### src/rtl/picomips_ctrl_pkg.sv
// Shared encodings for the picoMIPS control unit: opcodes, FSM states, ALU function and select codes.
// ALU code values mirror alucodes.sv so the datapath and controller agree.
package picomips_ctrl_pkg;

    typedef enum logic [3:0] {
        OpNop   = 4'd0,
        OpAdd   = 4'd1,
        OpAddi  = 4'd2,
        OpSub   = 4'd3,
        OpSubi  = 4'd4,
        OpMull  = 4'd5,
        OpMulli = 4'd6,
        OpMov   = 4'd7,
        OpLdsw  = 4'd8,
        OpBeq   = 4'd9,
        OpBne   = 4'd10,
        OpJmp   = 4'd11,
        OpHalt  = 4'd15
    } opcode_e;

    typedef enum logic [2:0] {
        StFetch,
        StExec,
        StSwhi,
        StSwlo,
        StHalt
    } state_e;

    typedef struct packed {
        logic v;
        logic n;
        logic z;
        logic c;
    } flags_t;

    localparam logic [2:0] RA    = 3'd0;
    localparam logic [2:0] RB    = 3'd1;
    localparam logic [2:0] RADD  = 3'd2;
    localparam logic [2:0] RSUB  = 3'd3;
    localparam logic [2:0] RMULL = 3'd4;

    localparam logic [1:0] REG    = 2'd0;
    localparam logic [1:0] SW_7_0 = 2'd1;
    localparam logic [1:0] SW_8   = 2'd2;

    // Only the arithmetic ops update the branch flags.
    function automatic logic is_flag_op(opcode_e op);
        return (op >= OpAdd) && (op <= OpMulli);
    endfunction

endpackage

### src/rtl/picomips_ctrl_if.sv
// Controller <-> datapath bundle: instruction/flags/switch in, ALU controls, register addresses and PC out.
interface picomips_ctrl_if #(
    parameter int unsigned N   = 8,
    parameter int unsigned RW  = 3,
    parameter int unsigned PCW = 6
);
    localparam int unsigned IW = 4 + 2 * RW + N;

    logic [IW-1:0]  instr;
    logic [3:0]     flags;
    logic           sw8;
    logic [PCW-1:0] pc;
    logic [2:0]     func;
    logic [1:0]     a_sel;
    logic [1:0]     b_sel;
    logic           imm;
    logic [N-1:0]   immediate;
    logic [RW-1:0]  ra_addr;
    logic [RW-1:0]  rb_addr;
    logic [RW-1:0]  wr_addr;
    logic           reg_we;
    logic           halted;

    modport master (
        input  instr, flags, sw8,
        output pc, func, a_sel, b_sel, imm, immediate, ra_addr, rb_addr, wr_addr, reg_we, halted
    );

    modport slave (
        output instr, flags, sw8,
        input  pc, func, a_sel, b_sel, imm, immediate, ra_addr, rb_addr, wr_addr, reg_we, halted
    );
endinterface

### src/rtl/picomips_ctrl_sync2.sv
// Two-flop synchronizer for an asynchronous level input.
module picomips_ctrl_sync2 (
    input  logic clk,
    input  logic reset,
    input  logic d,
    output logic q
);
    logic meta_q;
    logic sync_q;

    always_ff @(posedge clk or posedge reset) begin
        if (reset) begin
            meta_q <= 1'b0;
            sync_q <= 1'b0;
        end else begin
            meta_q <= d;
            sync_q <= meta_q;
        end
    end

    assign q = sync_q;
endmodule

### src/rtl/picomips_ctrl.sv
// picoMIPS control unit: instruction decode, FETCH/EXEC sequencing, PC, branch flags and
// the switch-8 press/release handshake used by LDSW.
module picomips_ctrl
    import picomips_ctrl_pkg::*;
#(
    parameter int unsigned N   = 8,
    parameter int unsigned RW  = 3,
    parameter int unsigned PCW = 6
) (
    input  logic            clk,
    input  logic            reset,
    picomips_ctrl_if.master bus
);
    localparam int unsigned IW = 4 + 2 * RW + N;

    state_e         state_q;
    logic [PCW-1:0] pc_q;
    flags_t         flags_q;
    logic           sw8_s;

    opcode_e        op;
    logic [RW-1:0]  rd;
    logic [RW-1:0]  rs;
    logic [N-1:0]   k;

    logic [2:0]     dec_func;
    logic           dec_imm;
    logic           dec_we;
    logic [PCW-1:0] pc_inc;
    logic [PCW-1:0] pc_br;
    logic [PCW-1:0] pc_next;

    logic [2:0]     func;
    logic [1:0]     a_sel;
    logic           imm;
    logic           reg_we;

    picomips_ctrl_sync2 u_sync_sw8 (
        .clk   (clk),
        .reset (reset),
        .d     (bus.sw8),
        .q     (sw8_s)
    );

    assign op = opcode_e'(bus.instr[IW-1 -: 4]);
    assign rd = bus.instr[IW-5 -: RW];
    assign rs = bus.instr[IW-5-RW -: RW];
    assign k  = bus.instr[N-1:0];

    always_comb begin
        dec_func = RA;
        dec_imm  = 1'b0;
        dec_we   = 1'b0;
        case (op)
            OpAdd:   begin dec_func = RADD;  dec_we = 1'b1; end
            OpAddi:  begin dec_func = RADD;  dec_we = 1'b1; dec_imm = 1'b1; end
            OpSub:   begin dec_func = RSUB;  dec_we = 1'b1; end
            OpSubi:  begin dec_func = RSUB;  dec_we = 1'b1; dec_imm = 1'b1; end
            OpMull:  begin dec_func = RMULL; dec_we = 1'b1; end
            OpMulli: begin dec_func = RMULL; dec_we = 1'b1; dec_imm = 1'b1; end
            OpMov:   begin dec_func = RB;    dec_we = 1'b1; end
            default: ;
        endcase
    end

    // Offsets are two's complement; truncating k to PCW bits gives the wrap-around add.
    assign pc_inc = pc_q + PCW'(1);
    assign pc_br  = pc_q + k[PCW-1:0];

    always_comb begin
        pc_next = pc_inc;
        case (op)
            OpBeq:   pc_next = flags_q.z ? pc_br : pc_inc;
            OpBne:   pc_next = flags_q.z ? pc_inc : pc_br;
            OpJmp:   pc_next = k[PCW-1:0];
            default: ;
        endcase
    end

    always_ff @(posedge clk or posedge reset) begin
        if (reset) begin
            state_q <= StFetch;
            pc_q    <= '0;
            flags_q <= '0;
        end else begin
            case (state_q)
                StFetch: state_q <= StExec;
                StExec: begin
                    if (is_flag_op(op)) begin
                        flags_q <= flags_t'(bus.flags);
                    end
                    case (op)
                        OpLdsw:  state_q <= StSwhi;
                        OpHalt:  state_q <= StHalt;
                        default: begin
                            state_q <= StFetch;
                            pc_q    <= pc_next;
                        end
                    endcase
                end
                StSwhi: if (sw8_s) state_q <= StSwlo;
                StSwlo: begin
                    if (!sw8_s) begin
                        state_q <= StFetch;
                        pc_q    <= pc_inc;
                    end
                end
                StHalt:  ;
                default: state_q <= StFetch;
            endcase
        end
    end

    // Controls depend only on state, instr and the synchronized switch, never on raw inputs.
    always_comb begin
        func   = RA;
        a_sel  = REG;
        imm    = 1'b0;
        reg_we = 1'b0;
        case (state_q)
            StExec: begin
                func   = dec_func;
                imm    = dec_imm;
                reg_we = dec_we;
            end
            StSwlo: begin
                if (!sw8_s) begin
                    a_sel  = SW_7_0;
                    reg_we = 1'b1;
                end
            end
            default: ;
        endcase
    end

    assign bus.pc        = pc_q;
    assign bus.func      = func;
    assign bus.a_sel     = a_sel;
    assign bus.b_sel     = REG;
    assign bus.imm       = imm;
    assign bus.immediate = k;
    assign bus.ra_addr   = rd;
    assign bus.rb_addr   = rs;
    assign bus.wr_addr   = rd;
    assign bus.reg_we    = reg_we;
    assign bus.halted    = (state_q == StHalt);
endmodule

### src/flat_wrapper.sv
// flat-port wrapper written by rule: the top's interface ports become plain ports
module picomips_ctrl_flat import picomips_ctrl_pkg::*;
#(
    parameter int unsigned N   = 8,
    parameter int unsigned RW  = 3,
    parameter int unsigned PCW = 6
)
  (clk, reset, bus_instr, bus_flags, bus_sw8, bus_pc, bus_func, bus_a_sel, bus_b_sel, bus_imm, bus_immediate, bus_ra_addr, bus_rb_addr, bus_wr_addr, bus_reg_we, bus_halted);
  picomips_ctrl_if #(.N(N), .RW(RW), .PCW(PCW)) bus_i ();
  input  logic clk;
  input  logic reset;
  input wire logic [$bits(bus_i.instr)-1:0] bus_instr;
  input wire logic [$bits(bus_i.flags)-1:0] bus_flags;
  input wire logic [$bits(bus_i.sw8)-1:0] bus_sw8;
  output wire logic [$bits(bus_i.pc)-1:0] bus_pc;
  output wire logic [$bits(bus_i.func)-1:0] bus_func;
  output wire logic [$bits(bus_i.a_sel)-1:0] bus_a_sel;
  output wire logic [$bits(bus_i.b_sel)-1:0] bus_b_sel;
  output wire logic [$bits(bus_i.imm)-1:0] bus_imm;
  output wire logic [$bits(bus_i.immediate)-1:0] bus_immediate;
  output wire logic [$bits(bus_i.ra_addr)-1:0] bus_ra_addr;
  output wire logic [$bits(bus_i.rb_addr)-1:0] bus_rb_addr;
  output wire logic [$bits(bus_i.wr_addr)-1:0] bus_wr_addr;
  output wire logic [$bits(bus_i.reg_we)-1:0] bus_reg_we;
  output wire logic [$bits(bus_i.halted)-1:0] bus_halted;
  assign bus_i.instr = bus_instr;
  assign bus_i.flags = bus_flags;
  assign bus_i.sw8 = bus_sw8;
  assign bus_pc = bus_i.pc;
  assign bus_func = bus_i.func;
  assign bus_a_sel = bus_i.a_sel;
  assign bus_b_sel = bus_i.b_sel;
  assign bus_imm = bus_i.imm;
  assign bus_immediate = bus_i.immediate;
  assign bus_ra_addr = bus_i.ra_addr;
  assign bus_rb_addr = bus_i.rb_addr;
  assign bus_wr_addr = bus_i.wr_addr;
  assign bus_reg_we = bus_i.reg_we;
  assign bus_halted = bus_i.halted;
  picomips_ctrl #(.N(N), .RW(RW), .PCW(PCW)) u_core (.clk(clk), .reset(reset), .bus(bus_i));
endmodule
### config.mk
export PLATFORM = sky130hd
export DESIGN_NAME = picomips_ctrl_flat
export DESIGN_NICKNAME = d
export VERILOG_FILES = /design/src/rtl/picomips_ctrl_pkg.sv /design/src/rtl/picomips_ctrl_if.sv /design/src/rtl/picomips_ctrl_sync2.sv /design/src/rtl/picomips_ctrl.sv /design/src/flat_wrapper.sv
export SDC_FILE = /design/constraint.sdc
export NUM_CORES = 1
export LEC_CHECK = 0
export ABC_AREA = 1
export CAP_MARGIN = 0
export CORE_MARGIN = 5
export CORE_UTILIZATION = 45
export CTS_CLUSTER_SIZE = 10
export DETAILED_ROUTE_END_ITERATION = 16
export PLACE_DENSITY_LB_ADDON = 0.05
export SLEW_MARGIN = 20
export SYNTH_ARGS = -nofsm -noshare
export SYNTH_HDL_FRONTEND = slang
export SYNTH_SLANG_ARGS = --single-unit
### constraint.sdc
create_clock -name clk -period 2.8 [get_ports clk]
set_clock_uncertainty 0.05 [all_clocks]
set_input_delay 0.7 -clock clk [delete_from_list [all_inputs] [get_ports clk]]
set_output_delay 0.7 -clock clk [all_outputs]
set_load 0.1 [all_outputs]
# [Word level (Yosys, flattened, before mapping)]
# Cells that the tools add are included.
[word_totals] out_inout_bits=33 inputBits=25 wordCells=60 register_bits=12
[op_classes] bitwise=1 reduce_logical=12 order_cmp=2 n_addsub=2 muxes=19 n_eq_ne=19
[ops] cell="6-bit two-way mux" n=4
[ops] cell="4-bit equality test, second input constant" n=5
[ops] cell="6-bit one-hot mux with 3 select lines" n=1
[ops] cell="4-bit by 3-bit equality test with 1-bit output, second input constant" n=4
[ops] cell="3-bit one-hot mux with 5 select lines" n=1
[ops] cell="3-bit one-hot mux with 4 select lines" n=1
[ops] cell="6-bit one-hot mux with 2 select lines" n=1
[ops] cell="3-bit two-way mux" n=3
[ops] cell="4-bit by 2-bit equality test with 1-bit output, second input constant" n=2
[ops] cell="2-bit OR reduction" n=4
[ops] cell="7-bit OR reduction" n=1
[ops] cell="6-bit by 1-bit adder with 6-bit output, second input constant" n=1
[ops] cell="6-bit adder" n=1
[ops] cell="3-bit by 2-bit equality test with 1-bit output, second input constant" n=2
[ops] cell="2-bit != test, second input constant" n=3
[ops] cell="3-bit one-hot mux with 2 select lines" n=1
[ops] cell="3-bit AND reduction" n=2
[ops] cell="1-bit two-way mux" n=5
[ops] cell="4-bit by 1-bit equality test with 1-bit output, second input constant" n=1
[ops] cell="4-bit by 1-bit >= comparator with 1-bit output, second input constant" n=1
[ops] cell="4-bit by 3-bit <= comparator with 1-bit output, second input constant" n=1
[ops] cell="3-bit by 1-bit equality test with 1-bit output, second input constant" n=1
[ops] cell="3-bit equality test, second input constant" n=1
[ops] cell="3-bit zero test" n=1
[ops] cell="other kinds (7)" n=7

# [Logic depth before layout (Yosys ltp)]
[depth] word_depth=5 ltp_mapped=10 ltp_nobuf=10

# [Cells and area by module]
# A second synthesis with hierarchy kept.
[hier_totals] hier_cells=197 area_unflattened_um2=1286.2
[modules_own_cells] module="picomips_ctrl" area_each_um2=1232.4 seq_area_each_um2=250.2 n_inst=1 cells_each=194
[modules_own_cells] module="picomips_ctrl_sync2" area_each_um2=53.8 seq_area_each_um2=50.0 n_inst=1 cells_each=3

# [Least setup slack after synthesis]
# Ideal clock, no wire load.
[synth_timing] path_kind="input -> output" start="in bus_instr[17]" end="out bus_func[0]" setup_slack_ns=-0.933 t_required_ns=2.050 path_stages=3 t_arrival_ns=2.983 path_buffers=0 path_cell_list="inv_1 -> nand2_1 -> o21ai_0"
[synth_via] elab_chain_cells=4 word_cells_on_any_way=12 classes_between="7 x eq/ne; 2 x mux; 3 x reduce/logical"
[synth_lines] element="from (decl)" line_no="flat_wrapper.sv:12" source="input wire logic [$bits(bus_i.instr)-1:0] bus_instr;"
[synth_lines] element="4-bit by 3-bit equality test with 1-bit output, or another cell as far along" line_no="picomips_ctrl.sv:54" source="case (op)"
[synth_lines] element="2-bit OR reduction (no line)"
[synth_lines] element="3-bit one-hot mux with 4 select lines *" line_no="picomips_ctrl.sv:54"
[synth_lines] element="3-bit two-way mux *" line_no="picomips_ctrl.sv:120" source="case (state_q)"
[synth_lines] element="to (decl)" line_no="flat_wrapper.sv:16" source="output wire logic [$bits(bus_i.func)-1:0] bus_func;"
# Mark *: on every way between the ends. The rest lies on a longest branch, timed or not.

# [Worst setup path after layout]
[layout_timing] start="in bus_instr[14]" end="out bus_reg_we"
[layout_via] elab_chain_cells=4 word_cells_on_any_way=10 classes_between="7 x eq/ne; 2 x mux; 1 x reduce/logical"
[layout_lines] element="4-bit by 1-bit equality test with 1-bit output, or another cell as far along" line_no="picomips_ctrl.sv:54"
[layout_lines] element="7-bit OR reduction (no line) *"
[layout_lines] element="1-bit two-way mux *" line_no="picomips_ctrl.sv:54"
[layout_lines] element="1-bit one-hot mux with 2 select lines *" line_no="picomips_ctrl.sv:120"
[layout_lines] element="to (decl)" line_no="flat_wrapper.sv:24" source="output wire logic [$bits(bus_i.reg_we)-1:0] bus_reg_we;"
# Marked as above.

==> results.py <==
metrics = {
    "outcome": {
        "status": "finished, final reports clean",
    },
    "critical_path": {
        "crit_path_start_kind": "primary input",
        "criticalPathCategory": "primary input to output pin",
        "r2r_slack_ns": 0.98,
        "critical_path_arrival_ns": 1.98,
        "cp-end-kind": "output pin",
        "worst_path_max_delay_cell": "clkdlybuf4s50_1",
        "worstPathRequired_ns": 2.05,
        "r2r_start": "u_core.bus.pc[0]",
        "r2r_end": "u_core.bus.pc[4]",
        "crit_path_max_incr_delay_ns": 0.58,
        "path_cells": "clkdlybuf4s50_1 -> nor2_4 -> inv_2 -> nand4_1 -> o221ai_2 -> buf_12",
        "path_max_fanout": 4,
        "r2r_cells": 9,
    },
    "place": {
        "port_buffers": 32,
        "dpl_cell_area_um2": 1610,
        "dp.cells": 233,
        "gp_congestion": 0.855,
        "dp_hpwl_um": 2400,
    },
    "synthesis": {
        "synth_compound_area_frac": 0.103,
        "synth-edff-count": 0,
        "yosysSeqAreaShare": 0.236,
        "synth_mux_area_frac": 0,
        "synth_top_family_by_area": "simple AND/OR/NAND/NOR gates",
        "synthesis.area_um2": 1270,
        "synth_fa_ha_area_frac": 0.0747,
        "synth_warnings": 0,
        "yosysTopAreaCell": "dfrtp_1",
        "synth-seq-cells": 12,
        "syn_area_per_cell_um2": 6.85,
        "synth_top_area_frac": 0.236,
        "ys_top_cells_by_area": "dfrtp_1 (24%), nand2_1 (16%), buf_4 (12%)",
        "synth_ff_type": "dfrtp_1",
        "ys_async_sr_fraction": 1.00,
        "synth-simple-area-share": 0.384,
        "syn_inst": 186,
        "synth-xor-area-share": 0.0206,
        "synth_cell_types": 30,
    },
    "finish": {
        "drive_gt1_frac": 0.282,
        "synthToLayoutAreaGrowth_pct": 30.2,
        "utilization": 0.606,
        "finalNetCount": 239,
        "final_cell_mix": "nand2_1 (52), nor2_1 (18), inv_1 (14)",
        "fin_cells": 237,
        "layout_commonest_cell": "nand2_1",
        "diodes": 0,
        "nFillCells": 261,
        "design_area_um2": 1660,
    },
    "pwr": {
        "ir_drop_mv": 0.994,
        "leakagePower_nw": 0.804,
        "powerDensity_nw_per_um2": 1010,
        "total_power_mw": 1.68,
    },
    "sta": {
        "rsz0062_at_grt": "no",
        "final.min_clock_period_ns": 2.73,
        "max_freq_mhz": 366,
        "final_hold_viol_count": 0,
        "finalCritPeriodShare": 0.975,
        "slew_violations": 0,
        "finalSetupViolations": 0,
    },
    "drt": {
        "drc": 0,
        "dr.pass1.iters": 4,
        "ant_nets": 0,
        "initialDrtViolationCount": 26,
        "vias": 1161,
        "via_per_inst": 4.90,
        "routed_wl_um": 2810,
        "post_drt_wl_per_cell_um": 11.9,
    },
    "cts": {
        "post_cts_buffers": 0,
        "hold_buffers": 0,
        "cts_tree": "yes",
        "htreeDepth": 1,
        "clock_sinks": 12,
        "cts_buffers": 3,
        "cts_root_buf": "clkbuf_4",
        "cts_buffer_depth": 2,
        "path_clk_slew_ns": 0.08,
        "clock_latency_ns": 0.27,
        "cts-resized-gates": 0,
    },
    "grt": {
        "grt-ovfl-total": 0,
        "grt_pass1_wl_um": 4940,
        "grt_usage": 0.145,
        "grt_max_degree": 13,
        "antenna_found_initial": 0,
        "first_global_vias": 1158,
    },
    "worst_hold_path": {
        "whs_path_depth": 0,
        "min_from": "u_core.u_sync_sw8.meta_q",
        "holdCritPathClass": "flip-flop to flip-flop",
        "min_to": "u_core.u_sync_sw8.q",
    },
    "die": {
        "die-width_um": 63.2,
        "die_h_um": 63.2,
        "core_area_um2": 2730,
        "start_util": 0.466,
        "ios": 58,
        "rows": 19,
        "dieArea_um2": 3990,
    },
    "run": {
        "maxCapViolCount": 0,
    },
}
==> synth_stat cells (all sizes together) (2+ instances only) <==
library cell,number
buf,20
nand2,59
nand4,3
dfrtp,12
a21oi,11
nand3,12
xor2,2
ha,6
inv,20
nor2,25
nor3,3
o21ai,7
==> layer usage <==
layer | routed length [um] | vias up | GRT usage
li1 | - | 610 | -
met1 | 1330 | 517 | 0.194
met2 | 1300 | 27 | 0.238
met3 | 132 | 7 | 0.0178
met4 | 50 | 0 | 0.0519
met5 | 0 | - | 0
==> report_power, final <==
part           leakage (nW)  internal, mW  switching (mW)  total [mW]
sequential            0.145         0.235          0.0967       0.332
clock                0.0210        0.0789          0.0579       0.137
combinational         0.637         0.365           0.844        1.21
==> layout make-up <==
cell class,instances,area (um^2),area share
Multi-Input combinational cell,136,774,0.467
Timing Repair Buffer,34,430,0.260
Sequential cell,12,300,0.181
Inverter,20,77.6,0.0468
Tap cell,31,38.8,0.0234
Clock buffer,4,36.3,0.0219
==> worst max-delay path: cells and delay by family <==
family / cells / cell delay, ns
buf+inv: 3 / 0.85
compound gates: 1 / 0.16
simple gates: 2 / 0.27
==> how the worst max path moves through the flow <==
stage	slack [ns]	end	from
final	0.07	bus_reg_we	bus_instr[14]
after global routing	0.002	bus_reg_we	bus_instr[14]
after global placement	0.09	bus_func[2]	bus_instr[17]
after floorplan	-0.20	bus_func[0]	bus_instr[17]
after CTS	0.06	bus_func[1]	bus_instr[14]
after detailed placement	0.06	bus_func[1]	bus_instr[14]
==> per-stage QoR <==
step                      hold slack, ns  TNS [ns]  setup WS [ns]
after CTS                          0.321         0         0.0639
after global placement             0.297         0         0.0923
final                              0.313         0         0.0707
after detailed placement           0.294         0         0.0631
after global routing               0.332         0        0.00213
after floorplan                    0.281    -0.395         -0.197
==> cell families after synthesis <==
kind of cell,count (synthesis)
DFF,12
other,1
and+or+nand+nor,102
adders and majority gates,7
buffers and inverters,40
AOI/OAI and AO/OA,21
xor gates and xnor gates,3
==> state kept, by name, indices dropped and copies added (netlist names) <==
name                      cells
u_core.state_q                3
u_core.u_sync_sw8.meta_q      1
u_core.u_sync_sw8.q           1
u_core.flags_q                1
u_core.bus.pc                 6
Note: power is estimated with default switching activity, not from simulation.
